### src/rtl/regwrite_trace_pkg.sv
// Shared definitions for the register-write trace buffer: FSM state
// encodings and the packed entry width helper.
package regwrite_trace_pkg;

   typedef enum logic [1:0] {
      ST_IDLE    = 2'd0,
      ST_CAPTURE = 2'd1,
      ST_DONE    = 2'd2
   } trace_state_t;

   // An entry is {cycle stamp, register index, write data}, packed MSB first.
   function automatic int entry_width(input int cycle_w, input int reg_w, input int data_w);
      return cycle_w + reg_w + data_w;
   endfunction

endpackage

### src/rtl/regwrite_trace_buffer_fifo.sv
// Circular trace storage: push, pop and overwrite-oldest, with registered
// storage and a combinational read of the head entry.
module trace_fifo #(
   parameter int WIDTH = 47,
   parameter int DEPTH = 16
) (
   input  logic                     clock,
   input  logic                     reset,
   input  logic                     clear,
   input  logic                     push,
   input  logic                     pop,
   input  logic                     overwrite,
   input  logic [WIDTH-1:0]         push_data,
   output logic [WIDTH-1:0]         head,
   output logic [$clog2(DEPTH):0]   count,
   output logic                     lost
);

   localparam int PTR_W = $clog2(DEPTH);
   localparam int CNT_W = PTR_W + 1;

   logic [WIDTH-1:0] mem [DEPTH];
   logic [PTR_W-1:0] wr_ptr;
   logic [PTR_W-1:0] rd_ptr;
   logic             full;
   logic             do_pop;
   logic             do_write;
   logic             do_evict;

   // A pop only happens when something is held; a push into a full buffer
   // either rides along with a pop, evicts the oldest entry, or is lost.
   always_comb begin
      full     = (count == CNT_W'(DEPTH));
      do_pop   = pop && (count != '0);
      do_write = push && (!full || do_pop || overwrite);
      do_evict = push && full && !do_pop && overwrite;
      lost     = push && full && !do_pop;
      head     = mem[rd_ptr];
   end

   // Storage array has no reset; stale contents are never visible because
   // the count gates validity.
   always_ff @(posedge clock) begin
      if (do_write) begin
         mem[wr_ptr] <= push_data;
      end
   end

   // Pointer and occupancy bookkeeping; pointers wrap naturally at DEPTH.
   always_ff @(posedge clock) begin
      if (reset || clear) begin
         wr_ptr <= '0;
         rd_ptr <= '0;
         count  <= '0;
      end else begin
         if (do_write) begin
            wr_ptr <= wr_ptr + PTR_W'(1);
         end
         if (do_pop || do_evict) begin
            rd_ptr <= rd_ptr + PTR_W'(1);
         end
         if (do_write && !do_pop && !do_evict) begin
            count <= count + CNT_W'(1);
         end else if (do_pop && !do_write) begin
            count <= count - CNT_W'(1);
         end
      end
   end

endmodule

### src/rtl/regwrite_trace_buffer.sv
// Captures register-file writes (excluding r0) during a bounded window,
// stamping each with its cycle offset, and offers them oldest-first on a
// valid/ready read port.
module regwrite_trace_buffer
   import regwrite_trace_pkg::*;
#(
   parameter int DATA_WIDTH     = 32,
   parameter int REG_ADDR_WIDTH = 5,
   parameter int CYCLE_WIDTH    = 10,
   parameter int DEPTH          = 16,
   parameter int MAX_CYCLES     = 255
) (
   input  logic                       clock,
   input  logic                       reset,
   input  logic                       ctrl_writeEnable,
   input  logic [REG_ADDR_WIDTH-1:0]  ctrl_writeReg,
   input  logic [DATA_WIDTH-1:0]      data_writeReg,
   input  logic                       start,
   input  logic                       wrap_mode,
   output logic                       rd_valid,
   input  logic                       rd_ready,
   output logic [CYCLE_WIDTH-1:0]     rd_cycle,
   output logic [REG_ADDR_WIDTH-1:0]  rd_reg,
   output logic [DATA_WIDTH-1:0]      rd_data,
   output logic [$clog2(DEPTH):0]     count,
   output logic                       overflow,
   output logic                       done
);

   localparam int ENTRY_W = entry_width(CYCLE_WIDTH, REG_ADDR_WIDTH, DATA_WIDTH);

   trace_state_t            state;
   trace_state_t            next_state;
   logic [CYCLE_WIDTH-1:0]  cycle_cnt;
   logic                    capture_start;
   logic                    event_hit;
   logic                    last_cycle;
   logic                    lost;
   logic [ENTRY_W-1:0]      head;

   // Start is only honoured outside CAPTURE; r0 writes are never traced.
   always_comb begin
      capture_start = start && (state != ST_CAPTURE);
      event_hit     = (state == ST_CAPTURE) && ctrl_writeEnable && (ctrl_writeReg != '0);
      last_cycle    = (cycle_cnt == CYCLE_WIDTH'(MAX_CYCLES - 1));
   end

   // Next-state logic for the capture window.
   always_comb begin
      next_state = state;
      case (state)
         ST_IDLE:    if (start) next_state = ST_CAPTURE;
         ST_CAPTURE: if (last_cycle) next_state = ST_DONE;
         ST_DONE:    if (start) next_state = ST_CAPTURE;
         default:    next_state = ST_IDLE;
      endcase
   end

   // State register.
   always_ff @(posedge clock) begin
      if (reset) begin
         state <= ST_IDLE;
      end else begin
         state <= next_state;
      end
   end

   // Cycle stamp: zero on the first CAPTURE cycle, held once the window closes.
   always_ff @(posedge clock) begin
      if (reset || capture_start) begin
         cycle_cnt <= '0;
      end else if (state == ST_CAPTURE && !last_cycle) begin
         cycle_cnt <= cycle_cnt + CYCLE_WIDTH'(1);
      end
   end

   // Sticky flag for any event that was dropped or evicted an older one.
   always_ff @(posedge clock) begin
      if (reset || capture_start) begin
         overflow <= 1'b0;
      end else if (lost) begin
         overflow <= 1'b1;
      end
   end

   trace_fifo #(
      .WIDTH (ENTRY_W),
      .DEPTH (DEPTH)
   ) u_fifo (
      .clock     (clock),
      .reset     (reset),
      .clear     (capture_start),
      .push      (event_hit),
      .pop       (rd_ready),
      .overwrite (wrap_mode),
      .push_data ({cycle_cnt, ctrl_writeReg, data_writeReg}),
      .head      (head),
      .count     (count),
      .lost      (lost)
   );

   // Read port and status outputs derived from the fifo and FSM.
   always_comb begin
      rd_valid                   = (count != '0);
      done                       = (state == ST_DONE);
      {rd_cycle, rd_reg, rd_data} = head;
   end

endmodule

### config.mk
export PLATFORM = sky130hd
export DESIGN_NAME = regwrite_trace_buffer
export DESIGN_NICKNAME = d
export VERILOG_FILES = /design/src/rtl/regwrite_trace_pkg.sv /design/src/rtl/regwrite_trace_buffer_fifo.sv /design/src/rtl/regwrite_trace_buffer.sv
export SDC_FILE = /design/constraint.sdc
export NUM_CORES = 1
export LEC_CHECK = 0
export CORE_MARGIN = 5
export CORE_UTILIZATION = 60
export DETAILED_ROUTE_END_ITERATION = 16
export GPL_ROUTABILITY_DRIVEN = 0
export PLACE_DENSITY = 0.82
export SYNTH_ARGS = -nofsm -noshare
export SYNTH_HDL_FRONTEND = slang
export SYNTH_SLANG_ARGS = --single-unit
### constraint.sdc
create_clock -name clock -period 9.7 [get_ports clock]
set_input_delay 1.94 -clock clock [delete_from_list [all_inputs] [get_ports clock]]
set_output_delay 1.94 -clock clock [all_outputs]
set_load 0.02 [all_outputs]
# Word level (Yosys, flattened, before mapping)

Memory sizes are Yosys's and may differ from the RTL's. A register that Yosys moved wholly into a read port is not among the register bits.
Index checks and enable logic that the tools add are counted.

Add/subtract/negate cells: 5
Equal/unequal tests: 7
Mux-type cells: 9
Reduce and logical (&&, ||, !) cells: 27

Operator list:

| kind                  | count |
|---|---|
| $logic_and 1x1->1     | 12 |
| $add 10x1->10 const B | 1 |
| $eq 10x8->1 const B   | 1 |
| $mux 5                | 2 |
| $reduce_bool 5->1     | 2 |
| $add 4x1->4 const B   | 2 |
| $mux 4                | 2 |
| $add 5x1->5 const B   | 1 |
| $eq 5x5->1 const B    | 1 |
| $logic_not 1->1       | 5 |
| $sub 5x1->5 const B   | 1 |
| $logic_or 1x1->1      | 4 |
| $mux 2                | 2 |
| $ne 2x1->1 const B    | 2 |
| $pmux 2 s2            | 1 |
| $eq 2x1->1 const B    | 1 |
| $eq 2x2->1 const B    | 1 |
| $logic_not 2->1       | 1 |
| $mux 1                | 2 |
| $ne 2x2->1 const B    | 1 |
| $reduce_and 2->1      | 1 |
| $reduce_bool 2->1     | 1 |
| $reduce_or 2->1       | 1 |

Register bits after elaboration: 26
Bits in writable memories: 752
Input port bits: 43
Output and inout bits: 55
Logic and storage cells: 55
Memories: 1

Memory list:

| name       | depth | width | read ports | clocked after Yosys merged registers in | write ports | line                             | text |
|---|---|---|---|---|---|---|---|
| u_fifo.mem | 16    | 47    | 1          | 1                                       | 1           | regwrite_trace_buffer_fifo.sv:22 | `logic [WIDTH-1:0] mem [DEPTH];` |

# Longest topological paths before layout

Word-level depth: 9
Mapped depth: 11

# By module

Synthesis repeated with hierarchy kept, for this count alone.

Cells, all modules: 1354
Area total of the unflattened synthesis: 29703.5 um^2

Modules (own cells, without submodules):

| module                | times used | cells each | area an instance (um^2) | seq. area each (um^2) |
|---|---|---|---|---|
| trace_fifo            | 1          | 1277       | 29060.4                 | 22922.0 |
| regwrite_trace_buffer | 1          | 77         | 643.1                   | 260.2 |

# Worst setup path after synthesis

Ideal clock, no wire load.

Kind: input to register
Start point: input port ctrl_writeEnable
End point: memory u_fifo.mem[1][0] (enable)
Library setup time: 0.568 ns
Arrival: 7.118 ns
Data required time: 9.132 ns
Path slack: 2.014 ns
Cell stages on the path: 5
Buffers on the path: 1
Path through: and3b_1 -> o21ai_4 -> or2_1 -> buf_4 -> nor4_1

Word-level cells in the longest chain between the ends: 5

Ends and longest elaborated chain:

| element                        | line                             | text |
|---|---|---|
| from (decl)                    | regwrite_trace_buffer.sv:15      | `input logic ctrl_writeEnable,` |
| $logic_and 1x1->1 (2 in a row) | regwrite_trace_buffer.sv:44      | `event_hit = (state == ST_CAPTURE) && ctrl_writeEnable && (ctrl_writeReg != '0);` |
| $logic_and 1x1->1              | regwrite_trace_buffer_fifo.sv:35 | `do_write = push && (!full \|\| do_pop \|\| overwrite);` |
| $mux 1                         | regwrite_trace_buffer_fifo.sv:44 | `if (do_write) begin` |
| $mux 1 (implied by the code)   | regwrite_trace_buffer_fifo.sv:45 | `mem[wr_ptr] <= push_data;` |
| to (decl)                      | regwrite_trace_buffer_fifo.sv:22 |  |

Every way passes these cells.

==> summary.txt <==
Status
  • Result of the run: finished, final reports clean

Yosys
  • Net Count, Synth: approximately 1300
  • Leading cell types by count after synthesis: sky130_fd_sc_hd__edfxtp_1, sky130_fd_sc_hd__mux4_2, sky130_fd_sc_hd__nor2_1
  • Cells after synthesis: roughly 1200
  • Post-synthesis sequential area ratio: between 70 and 80%
  • Number of different library cells in the post-synthesis netlist: 46
  • Top-area cell type share of the netlist area: around three quarters
  • Mapped Avg Cell Area: between 20 and 25 um2
  • Main flop type after synthesis: sky130_fd_sc_hd__edfxtp_1
  • Library cell occupying the most area in the post-synthesis netlist: sky130_fd_sc_hd__edfxtp_1
  • Proportion of register bits with asynchronous set or reset after synthesis: 0%
  • Number of flops mapped to enable cells by yosys: about 750
  • Leading cell type by number of instances after synthesis: sky130_fd_sc_hd__edfxtp_1
  • Cell Area, Synth: around 30000 um2
  • Number of synthesis warnings: 0
  • Post-synthesis register bit count: 782
  • Biggest area contributors in the synthesized netlist: sky130_fd_sc_hd__edfxtp_1, sky130_fd_sc_hd__mux4_2, sky130_fd_sc_hd__dfxtp_1, sky130_fd_sc_hd__buf_6, sky130_fd_sc_hd__ha_1

STA
  • Unrepaired setup endpoints after global routing: false
  • Final worst path period need: between 6 and 7 ns
  • Final max-slew violation count: 0
  • Worst clock skew: 0.0343 ns
  • Headroom to the max-slew limit: a little over a third
  • Slew at the pin closest to its max-slew limit: around 0.96 ns
  • Tcrit/Tclk final: around 62%
  • Final hold violation count: 0
  • Peak Freq: 166 MHz
  • Number of setup violations in the final report: 0
  • Total Neg Setup Slack: 0 ns

Global routing
  • GR Layer Usage met3: roughly 6.3%
  • GRT Overall Usage: between 20% and 30%
  • Global-route met1 utilization: about 38%
  • Layer with the highest usage: met2
  • Fraction of met2 tracks used by global routing: between 40% and 50%
  • Number of antenna violations at the first check in global routing: 3
  • Overflow after GRT: 0
  • Number of global-route vias before repair: about 15000
  • Largest net degree at the start of global routing: 129
  • First-pass GRT wire length: ~100000 um

Worst setup path
  • Critical Path End Type: output port
  • FF-to-FF End: u_fifo.mem[13][1]$_DFFE_PP_
  • Cell depth of the worst flop-to-flop path: 6
  • CP Max Fanout: 45
  • Required time of the critical path: roughly 7.8 ns
  • Startpoint type of the worst setup path: flop
  • Reg-to-reg setup timing slack: between 6 and 7 ns
  • Worst Path Arrival: ~4.1 ns
  • Critical path start-end classification: reg2out
  • FF-to-FF Start: state[0]$_SDFFE_PP0P_

Placed design
  • DP Wirelength: ~34000 um
  • Count of buffers from port buffering: 97

Detailed routing
  • Via count: ~14000
  • Drt pass-1 iters: 7
  • DR DRC count: 0
  • Total wire length after detailed routing: about 70000 um
  • Vias/cell: roughly 6.8
  • Detailed Route Iter0 Violations: slightly above 2000
  • Routed wirelength normalized by instance count: between 30 and 40 um
  • Antenna violation net count after detailed routing: 0

Power and ir drop
  • Leakage component of the power: approximately 10 nW
  • Power density cells: between 200 and 250 nW/um2
  • Worst IR Drop VDD: between 0.1 and 0.15 mV
  • Final Power: roughly 7.3 mW

Clock network
  • Hold-fix buffer count after cts: 0
  • H-tree Lvls: 3
  • Skew-Pair Late Insertion Delay: 0.62 ns
  • Post-CTS resize count: 0
  • Clk sink count: 782
  • Setup Buffers After CTS: 0
  • Maximum buffer depth of the clock tree: 3
  • Num CTS Buffers: 76
  • Root Buffer Master: sky130_fd_sc_hd__clkbuf_16
  • Clock Pin Slew Worst Setup and Hold Paths: approximately 0.07 ns
  • TritonCTS clock tree: built

Worst hold path
  • Min-Delay Path Class: reg2reg
  • WHS Path Cells: 2
  • Origin of the worst min-delay path: u_fifo.rd_ptr[3]$_SDFFE_PP0N_

Floorplanning
  • Die Outline Area: around 54000 um2
  • Ports: 98
  • Height of the die: 233 um
  • Number of core rows: 81
  • Die span in x: ~230 um
  • Core ar.: slightly below 50000 um2
  • Effective utilization at floorplan: 60.9%

Flow run
  • # Max-Cap Violations: 0

Layout
  • Final-layout fill cell count: ~2700
  • Net count, final: 1424
  • Layout Area Growth over Synthesis: 13.5%
  • Post-Route Utilization: between 60% and 70%
  • Fraction of final layout cells sized beyond drive strength 1: ~27%
## power by group
group	internal [mW]	switching, mW	total (mW)	leakage [nW]
sequential	3.71	0.0417	3.75	7.05
clock	1.57	1.25	2.82	1.12
combinational	0.405	0.365	0.770	2.09
## metrics by stage
stage,std cells,setup WS (ns),hold slack (ns),cell area [um2]
final,2092,3.68,0.524,33900
after detailed placement,1956,4.07,0.503,31600
after CTS,2091,3.58,0.525,33900
after floorplan,1230,2.01,0.482,29900
after global routing,2091,3.43,0.541,33900
after global placement,1956,4.24,0.490,31600
## kinds of logic after synthesis
group,Yosys count,synth area share (%)
flip-flops,782,77.6
AND/OR/NAND/NOR,81,1.43
buffers and inverters,76,1.43
multiplexers,240,17.9
AO/OA/AOI/OAI,24,0.612
XOR/XNOR,16,0.469
adder cells (fa/ha/maj),11,0.486
## per-layer routing
metal / wire length [um] / up-vias
met1: 25600 / 7500
met3: 7720 / 121
met5: 13 / -
met2: 35000 / 1050
met4: 1910 / 2
li1: - / 5543
## worst max-delay path by stage
stage,endpoint,slack [ns],cells past startpoint
after floorplan,u_fifo.mem[1][0]$_DFFE_PP_,2.01,5
after global placement,u_fifo.mem[5][1]$_DFFE_PP_,4.24,7
after detailed placement,u_fifo.mem[9][5]$_DFFE_PP_,4.07,6
after CTS,rd_data[27],3.58,4
after global routing,rd_data[27],3.43,4
final,rd_data[27],3.68,4
## sequential cells by signal, indices dropped and copies added, names as in the netlist, named ones only
name	flops
u_fifo.mem	752
cycle_cnt	10
u_fifo.count	5
u_fifo.rd_ptr	4
u_fifo.wr_ptr	4
state	2
overflow	1
## cells in the final DEF (no fill, tap or decap), types with 5 or more instances in the layout
cell                                n
sky130_fd_sc_hd__clkinv_1          18
sky130_fd_sc_hd__dfxtp_1           26
sky130_fd_sc_hd__clkdlybuf4s50_1   97
sky130_fd_sc_hd__clkbuf_1          19
sky130_fd_sc_hd__xnor2_1            9
sky130_fd_sc_hd__a21oi_1            6
sky130_fd_sc_hd__and2_2             8
sky130_fd_sc_hd__xor2_1             7
sky130_fd_sc_hd__inv_1             16
sky130_fd_sc_hd__mux4_2           235
sky130_fd_sc_hd__clkinv_2          11
sky130_fd_sc_hd__nand4_1            5
sky130_fd_sc_hd__ha_1              10
sky130_fd_sc_hd__nand3_1            7
sky130_fd_sc_hd__nand2_1            5
sky130_fd_sc_hd__nor2_1            27
sky130_fd_sc_hd__edfxtp_1         752
sky130_fd_sc_hd__clkbuf_16         79
sky130_fd_sc_hd__buf_4             23
## worst max-delay path, cell delays in order, from the launching register on
cell and delay (ns):
sky130_fd_sc_hd__dfxtp_4 0.82, sky130_fd_sc_hd__buf_4 0.81, sky130_fd_sc_hd__mux4_2 0.63, sky130_fd_sc_hd__mux4_2 0.52, sky130_fd_sc_hd__clkdlybuf4s50_1 0.60
## layout make-up
type	instances	area [um2]	share of cell area [%]
repair buffers	122	1180	3.49
diodes	1	2.50	0.00738
well taps	664	831	2.45
multi-input cells	372	6320	18.6
flip-flops and latches	782	23200	68.4
clock inverters	37	253	0.746
clock buffers	98	2050	6.04
inverters	16	60.1	0.177
(Power assumes the default switching activity.)
